==> config.mk <==
export PLATFORM = sky130hd
export DESIGN_NAME = icache
export DESIGN_NICKNAME = d
export VERILOG_FILES = /design/src/rtl/cpu_types_pkg.sv /design/src/rtl/icache_frame_array.sv /design/src/rtl/icache.sv
export SDC_FILE = /design/constraint.sdc
export NUM_CORES = 1
export LEC_CHECK = 0
export CORE_MARGIN = 3
export CORE_UTILIZATION = 40
export CTS_CLUSTER_DIAMETER = 100
export DETAILED_ROUTE_END_ITERATION = 10
export SLEW_MARGIN = 20
export SYNTH_ARGS = -nofsm -noshare
export SYNTH_HDL_FRONTEND = slang
export SYNTH_SLANG_ARGS = --single-unit
==> constraint.sdc <==
create_clock -name CLK -period 7.4 [get_ports CLK]
set_clock_uncertainty 0.2 [all_clocks]
set_input_delay 1.48 -clock CLK [delete_from_list [all_inputs] [get_ports CLK]]
set_output_delay 1.48 -clock CLK [all_outputs]
set_load 0.03 [all_outputs]
==> src/rtl/cpu_types_pkg.sv <==
// Shared CPU types: instruction-cache FSM state, frame layout and tag helper.
package cpu_types_pkg;

    localparam int ICACHE_FRAMES_DEF = 16;
    localparam int ICACHE_IDX_W_DEF  = $clog2(ICACHE_FRAMES_DEF);
    localparam int ICACHE_TAG_W_DEF  = 30 - ICACHE_IDX_W_DEF;
    // Widest possible tag (FRAMES=2); narrower tags are stored zero-extended.
    localparam int ICACHE_TAG_W_MAX  = 29;

    typedef enum logic {
        IDLE  = 1'b0,
        FETCH = 1'b1
    } icache_state_t;

    typedef struct packed {
        logic                        valid;
        logic [ICACHE_TAG_W_MAX-1:0] tag;
        logic [31:0]                 data;
    } icache_frame_t;

    function automatic logic [ICACHE_TAG_W_MAX-1:0] icache_tag(input logic [31:0] addr,
                                                               input int          idx_w);
        return ICACHE_TAG_W_MAX'(addr >> (idx_w + 2));
    endfunction

endpackage

==> src/rtl/icache_frame_array.sv <==
// Direct-mapped frame storage: one combinational read port, one synchronous
// write port and a single-cycle clear of every valid bit.
module icache_frame_array
    import cpu_types_pkg::*;
#(
    parameter int FRAMES = ICACHE_FRAMES_DEF
) (
    input  logic                        CLK,
    input  logic                        RST,
    input  logic [$clog2(FRAMES)-1:0]   ridx,
    output icache_frame_t               rframe,
    input  logic                        we,
    input  logic [$clog2(FRAMES)-1:0]   widx,
    input  logic [ICACHE_TAG_W_MAX-1:0] wtag,
    input  logic [31:0]                 wdata,
    input  logic                        clear
);

    logic [FRAMES-1:0]           valid;
    logic [ICACHE_TAG_W_MAX-1:0] tags  [FRAMES];
    logic [31:0]                 words [FRAMES];

    // A clear in the same cycle as a write wins, so that fill is never marked valid.
    always_ff @(posedge CLK) begin
        if (RST || clear)
            valid <= '0;
        else if (we)
            valid[widx] <= 1'b1;
    end

    // NOTE: tag and data storage is not reset; the valid bit alone qualifies a frame.
    always_ff @(posedge CLK) begin
        if (we) begin
            tags[widx]  <= wtag;
            words[widx] <= wdata;
        end
    end

    always_comb begin
        rframe.valid = valid[ridx];
        rframe.tag   = tags[ridx];
        rframe.data  = words[ridx];
    end

endmodule

==> src/rtl/icache.sv <==
// Direct-mapped instruction cache with zero-latency hits, one-word miss fills,
// saturating hit/miss counters and a single-cycle invalidate-all.
module icache
    import cpu_types_pkg::*;
#(
    parameter int FRAMES = ICACHE_FRAMES_DEF,
    parameter int CNT_W  = 32
) (
    input  logic             CLK,
    input  logic             RST,
    input  logic             imemREN,
    input  logic [31:0]      imemaddr,
    output logic             ihit,
    output logic [31:0]      imemload,
    output logic             iREN,
    output logic [31:0]      iaddr,
    input  logic             iwait,
    input  logic [31:0]      iload,
    input  logic             flush,
    output logic [CNT_W-1:0] hit_count,
    output logic [CNT_W-1:0] miss_count
);

    localparam int IDX_W = $clog2(FRAMES);

    icache_state_t               state, next_state;
    logic [31:0]                 miss_addr;
    logic [IDX_W-1:0]            idx, fill_idx;
    logic [ICACHE_TAG_W_MAX-1:0] tag, fill_tag;
    icache_frame_t               rframe;
    logic                        hit, miss_start, fill;

    assign idx      = imemaddr[IDX_W+1:2];
    assign tag      = icache_tag(imemaddr, IDX_W);
    assign fill_idx = miss_addr[IDX_W+1:2];
    assign fill_tag = icache_tag(miss_addr, IDX_W);

    assign hit        = !RST && (state == IDLE) && imemREN && rframe.valid && (rframe.tag == tag);
    assign miss_start = (state == IDLE) && imemREN && !hit;
    // A fill interrupted by reset must not leave a frame behind.
    assign fill       = (state == FETCH) && !iwait && !RST;

    icache_frame_array #(.FRAMES(FRAMES)) u_frames (
        .CLK    (CLK),
        .RST    (RST),
        .ridx   (idx),
        .rframe (rframe),
        .we     (fill),
        .widx   (fill_idx),
        .wtag   (fill_tag),
        .wdata  (iload),
        .clear  (flush)
    );

    always_ff @(posedge CLK) begin
        if (RST)
            state <= IDLE;
        else
            state <= next_state;
    end

    // NOTE: every always_comb output gets a default first so no latch is inferred.
    always_comb begin
        next_state = state;
        unique case (state)
            IDLE:    if (miss_start) next_state = FETCH;
            FETCH:   if (!iwait)     next_state = IDLE;
            default: next_state = IDLE;
        endcase
    end

    always_comb begin
        ihit     = hit;
        imemload = hit ? rframe.data : '0;
        iREN     = (state == FETCH);
        iaddr    = (state == FETCH) ? miss_addr : '0;
    end

    always_ff @(posedge CLK) begin
        if (RST)
            miss_addr <= '0;
        else if (miss_start)
            miss_addr <= {imemaddr[31:2], 2'b00};
    end

    // Counters stick at all-ones rather than wrapping.
    always_ff @(posedge CLK) begin
        if (RST) begin
            hit_count  <= '0;
            miss_count <= '0;
        end else begin
            if (hit && hit_count != '1)
                hit_count <= hit_count + 1'b1;
            if (miss_start && miss_count != '1)
                miss_count <= miss_count + 1'b1;
        end
    end

endmodule
After elaboration in Yosys (flattened, before gate mapping)

Memories as Yosys holds them, arrays and structs flattened.
Index checks and enable logic that the tools add are counted.

Bits in registers: 111
Latch bits: 0
RAM bits: 928
Memory bits (read-only): 0
Output and inout port bits: 130
Memories: 2

Memories:

| name           | words | bits a word | rd ports | clocked after memory_dff | write ports | line                     | text |
|---|---|---|---|---|---|---|---|
| u_frames.words | 16    | 32          | 1        | 0                        | 1           | icache_frame_array.sv:21 | `logic [31:0] words [FRAMES];` |
| u_frames.tags  | 16    | 26          | 1        | 0                        | 1           | icache_frame_array.sv:20 | `logic [ICACHE_TAG_W_MAX-1:0] tags [FRAMES];` |

Add/subtract/negate cells: 2
$mul: 0
Div/mod/pow operators: 0
Order comparisons: 3
Equal/unequal tests: 3
Shift operators: 0
Muxes and demuxes: 11
Bitwise logic cells: 2
Reduce and logical (&&, ||, !) cells: 15

Operator list:

| operator                                                   | number |
|---|---|
| adder 32 x 1 -> 32 bit, second input constant              | 2 |
| two-way mux 32 bit                                         | 2 |
| != test 32 bit, second input constant                      | 2 |
| equality test 29 x 26 -> 1 bit                             | 1 |
| OR 16 bit                                                  | 1 |
| logical AND 1 bit                                          | 11 |
| less-than comparator 4 x 5 -> 1 bit, second input constant | 2 |
| two-way mux 1 bit                                          | 6 |
| binary-select mux 1 bit (select 4 bit)                     | 1 |
| demux 1 bit (select 4 bit)                                 | 1 |
| >= comparator 4 x 1 -> 1 bit, second input constant        | 1 |
| logical NOT 1 bit                                          | 3 |
| one-hot mux 1 bit (2 select lines)                         | 1 |
| logical OR 1 bit                                           | 1 |
| inverter 1 bit                                             | 1 |

Longest topological paths before layout

Depth in word-level cells: 9
Gate-level depth with buffers: 17
Mapped depth without buffers: 10

Hierarchy

From an unflattened synthesis, not the netlist that was laid out.

Cells, all modules: 2194
Area total of the unflattened synthesis: 42299.3 um^2

By module, submodules not included:

| module             | times used | cells each | area an instance (um^2) |
|---|---|---|---|
| icache_frame_array | 1          | 1554       | 37061.8 |
| icache             | 1          | 640        | 5237.5 |

Worst setup path before layout

No wires, ideal clock.

Kind: input to register
Start point: in RST
End point: mem u_frames.tags[0][0] (netlist bit) (enable)
Arrival time: 6.227 ns
Data required time: 6.652 ns
Setup slack: 0.425 ns
Stages: 5
Path buffers: 1
Path through: clkbuf_1 > nor2_1 > nand2_1 > or3_1 > nor3_1

Cells in the longest elaborated chain, start to end: 4

Ends and longest elaborated chain:

| item                                    | line                     | text |
|---|---|---|
| start: declaration                      | icache.sv:10             | `input logic RST,` |
| logical NOT 1 bit                       | icache.sv:41             | `assign fill = (state == FETCH) && !iwait && !RST;` |
| logical AND 1 bit                       | icache.sv:41             |  |
| two-way mux 1 bit                       | icache_frame_array.sv:33 | `if (we) begin` |
| two-way mux 1 bit (implied by the code) | icache_frame_array.sv:34 | `tags[widx] <= wtag;` |
| end: declaration                        | icache_frame_array.sv:20 |  |

No other way between the ends.

Worst setup path in the final report

Start point: in imemaddr[2]
End point: out imemload[18]

Cells in the longest elaborated chain, start to end: 5
Elaborated cells on any way between the ends: 8
Those cells by class: eq/ne: 1; mux: 3; reduce/logical: 2; memory: 2

Ends and longest elaborated chain:

| item                                                         | line         | text |
|---|---|---|
| start: declaration                                           | icache.sv:12 | `input logic [31:0] imemaddr,` |
| branches (longest 4 deep; another with memory (16 x 26 bit)) | --           |  |
| two-way mux 32 bit (*)                                       | icache.sv:74 | `imemload = hit ? rframe.data : '0;` |
| end: declaration                                             | icache.sv:14 | `output logic [31:0] imemload,` |

Mark *: on every way between the ends. The select of a mux whose other input is x is not followed.

==> key figures <==
Outcome
  • Status: finished, final reports clean

Clock network
  • Sink Count: ~1000
  • Clk slew on worst S/H paths: 60 ps
  • CTS hold repair buffers: 0
  • Maximum clock path buffer count: 3
  • CTS tree: done
  • Worst-Skew Late Latency: 690 ps
  • CTS Buf Count: 106
  • H-tree lvl count: 3
  • Root buf cell: clkbuf_16
  • Post-cts resize count: 0
  • Post-CTS Setup Inserts: 0

Timing
  • Final Hold Viols: 0
  • Worst Slack Setup Final: around 540 ps
  • Max-slew violations: 0
  • Fmax: about 0.15 GHz
  • RSZ-0062 raised after global routing: false
  • Pin slew with the least headroom to its limit: between 1000 and 1500 ps
  • Min Tclk post-route: about 6900 ps
  • Max_slew headroom: 0.293
  • Hold_ws: between 200 and 300 ps
  • # setup viols final: 0
  • Crit share post-route: 0.927
  • Fin Setup TNS: 0 ps

Logic synthesis
  • Count leader, synth: edfxtp_1
  • Top FF cell, synth: edfxtp_1
  • EDFF count, synth: between 900 and 1000
  • Synth Warn #: 0
  • Top cells by area, synth: edfxtp_1 68%, mux4_2 14%, dfxtp_1 5.4%
  • Synth cell types: 61
  • Synthesized flop and latch total: roughly 1000
  • Cells after Synth: 2093
  • Sequential share of the synthesized area: 0.731
  • Synthesized area per cell: ~20 um2
  • Cell taking the most area after synthesis: edfxtp_1
  • Post-synth ARST share: 0
  • Synth top area share: 0.677
  • Mapped cell area: slightly above 40000 um2
  • Synth cell count leaders: 928 x edfxtp_1, 263 x mux4_2, 111 x dfxtp_1, 93 x nor2_1, 88 x mux2i_1

Hold path
  • Worst Hold Class: reg2reg

Worst setup path
  • Setup CP Type: in2out
  • CP peak stage delay: 510 ps
  • Max FO, Critical Path: 53
  • CP arrival: a little over 5000 ps
  • Critical path's slowest cell: mux4_2
  • Setup crit end kind: output port
  • Critical Path RT: approximately 5700 ps
  • Crit start category: primary input
  • Cells along the critical path: buf_8, buf_4, mux4_2, mux2i_1, xnor2_1, nor4_1, mux2i_1, nor4_4, nand3_2, inv_2, buf_4, and2_1, buf_12

Floorplan
  • DIE WIDTH: between 300 and 400 um
  • Die Ht: between 300 and 400 um
  • Initial core utilization: 0.404
  • Cell row count: 117
  • Die area: 107000 um2
  • Core region area: a little over 100000 um2
  • I/O pin count: about 200

Detailed routing
  • Vias per cell: approximately 5.5
  • Wirelength per Cell: between 20 and 30 um
  • DRT Pass-1 Iters: 5
  • Post-Route WL: about 100000 um
  • Final ANT Viol Nets: 0
  • DR iter-0 viols: between 1500 and 2000
  • Via Count: approximately 21000
  • DRC Markers: 0

Run
  • Max_cap viols: 0

Global routing
  • First-pass GRT wire length: around 150000 um
  • Grt total ovfl: 0
  • Initial antenna violation count: 12
  • Largest net degree at the start of global routing: 66
  • Gr usage total: 0.185
  • Vias in the first global route: 21400

Power
  • VDD IR max: ~0.00018 V
  • Leak: 15.9 nW
  • Final Total Pwr: ~12 mW
  • Power Dens Cells: 252 nW/um2

Final layout
  • Area growth syn-to-layout: 18.5%
  • Nets: roughly 2400
  • Fraction of final layout cells sized beyond drive strength 1: 0.237

Placement
  • Hpwl dp: roughly 56000 um
  • Dpl ws: about 420 ps
  • Port bufs: roughly 190
  • GP Congestion: 0.785
==> worst paths after layout <==
path / start / to / slack, ps / depth (start not counted)
worst min register to register: u_frames.valid[6]$_SDFFE_PP0P_ / u_frames.valid[6]$_SDFFE_PP0P_ / 260 / 1
worst max register to register: u_frames.tags[12][6]$_DFFE_PP_ / miss_count[8]$_SDFFE_PP0P_ / 3400 / 10
worst min-delay path: u_frames.valid[6]$_SDFFE_PP0P_ / u_frames.valid[6]$_SDFFE_PP0P_ / 260 / 1
worst max-delay path: imemaddr[2] / imemload[18] / 540 / 13
==> state kept, by name, indices dropped and copies added (netlist names) <==
name and cells:
miss_count 32, miss_addr 30, hit_count 32, u_frames.valid 16, iREN 1, u_frames.tags 416
u_frames.words 512
==> kinds of logic after synthesis <==
kind of cell,Yosys count,synth area share
buffers and inverters,138,0.0159
xor gates and xnor gates,43,0.00915
muxes,380,0.173
AOI/OAI and AO/OA,115,0.0199
adders and majority gates,2,0.000608
and+or+nand+nor,375,0.0497
other,1,0.0000911
DFF,1039,0.731
==> cell type report <==
type | count | area [um2]
multi-input cells | 917 | 10500
well taps | 1368 | 1710
flip-flops and latches | 1039 | 30100
repair buffers | 259 | 2880
clock buffers | 135 | 2780
inverters | 19 | 73.8
diodes | 5 | 12.5
clock inverters | 63 | 662
fillers | 8458 | 53100
==> per-stage QoR <==
stage               instances  area (um2)  utilization
global route             3801       48700        0.478
floorplan                2094       41100            -
detailed placement       3601       45300        0.444
finish                   3805       48700        0.478
global placement         3601       45300        0.444
CTS                      3799       48700        0.478
==> cells in the final DEF, fill, tap and decap left out, types with 7 or more instances in the layout <==
cell	netlist	layout
inv_1	17	17
nor2_4	0	12
o21ai_0	8	8
clkinv_1	0	19
a21oi_1	26	26
xor2_1	14	14
nor2b_1	32	32
buf_12	0	41
buf_4	9	56
or4_1	12	12
nand4_1	20	20
mux2_2	24	24
clkdlybuf4s50_1	0	156
and2_1	68	68
nor2_1	93	81
bufinv_16	0	11
nand3_1	29	29
mux4_2	263	263
nor4_1	20	20
nor3_1	17	13
a31o_2	7	7
and3_1	15	15
clkbuf_16	0	106
o31a_1	9	9
mux2i_1	88	88
dfxtp_1	111	110
nand2_1	36	36
clkbuf_1	60	27
edfxtp_1	928	928
xnor2_1	29	29
clkinv_2	0	22
o21a_1	27	27
and4_1	11	11
o31ai_1	14	14
==> report_power, final <==
group | total, mW | switching [mW] | internal (mW)
sequential | 6.46 | 0.0463 | 6.41
clock | 5.27 | 2.23 | 3.05
combinational | 0.550 | 0.303 | 0.247
total | 12.3 | 2.57 | 9.71
==> critical path: cells and delay by family <==
kind                   cells  cell delay (ps)
buffers and inverters      5             1540
AND/OR/NAND/NOR            4             1080
multiplexers               3              870
XOR/XNOR                   1               90
==> per-layer routing <==
metal	vias to the layer above	GRT usage	wire length (um)
met5	-	0	89
met3	148	0.0432	6610
met2	666	0.301	48900
met4	12	0.0438	2190
li1	9027	-	-
met1	11200	0.255	41900
Note: power is estimated with default switching activity, not from simulation.
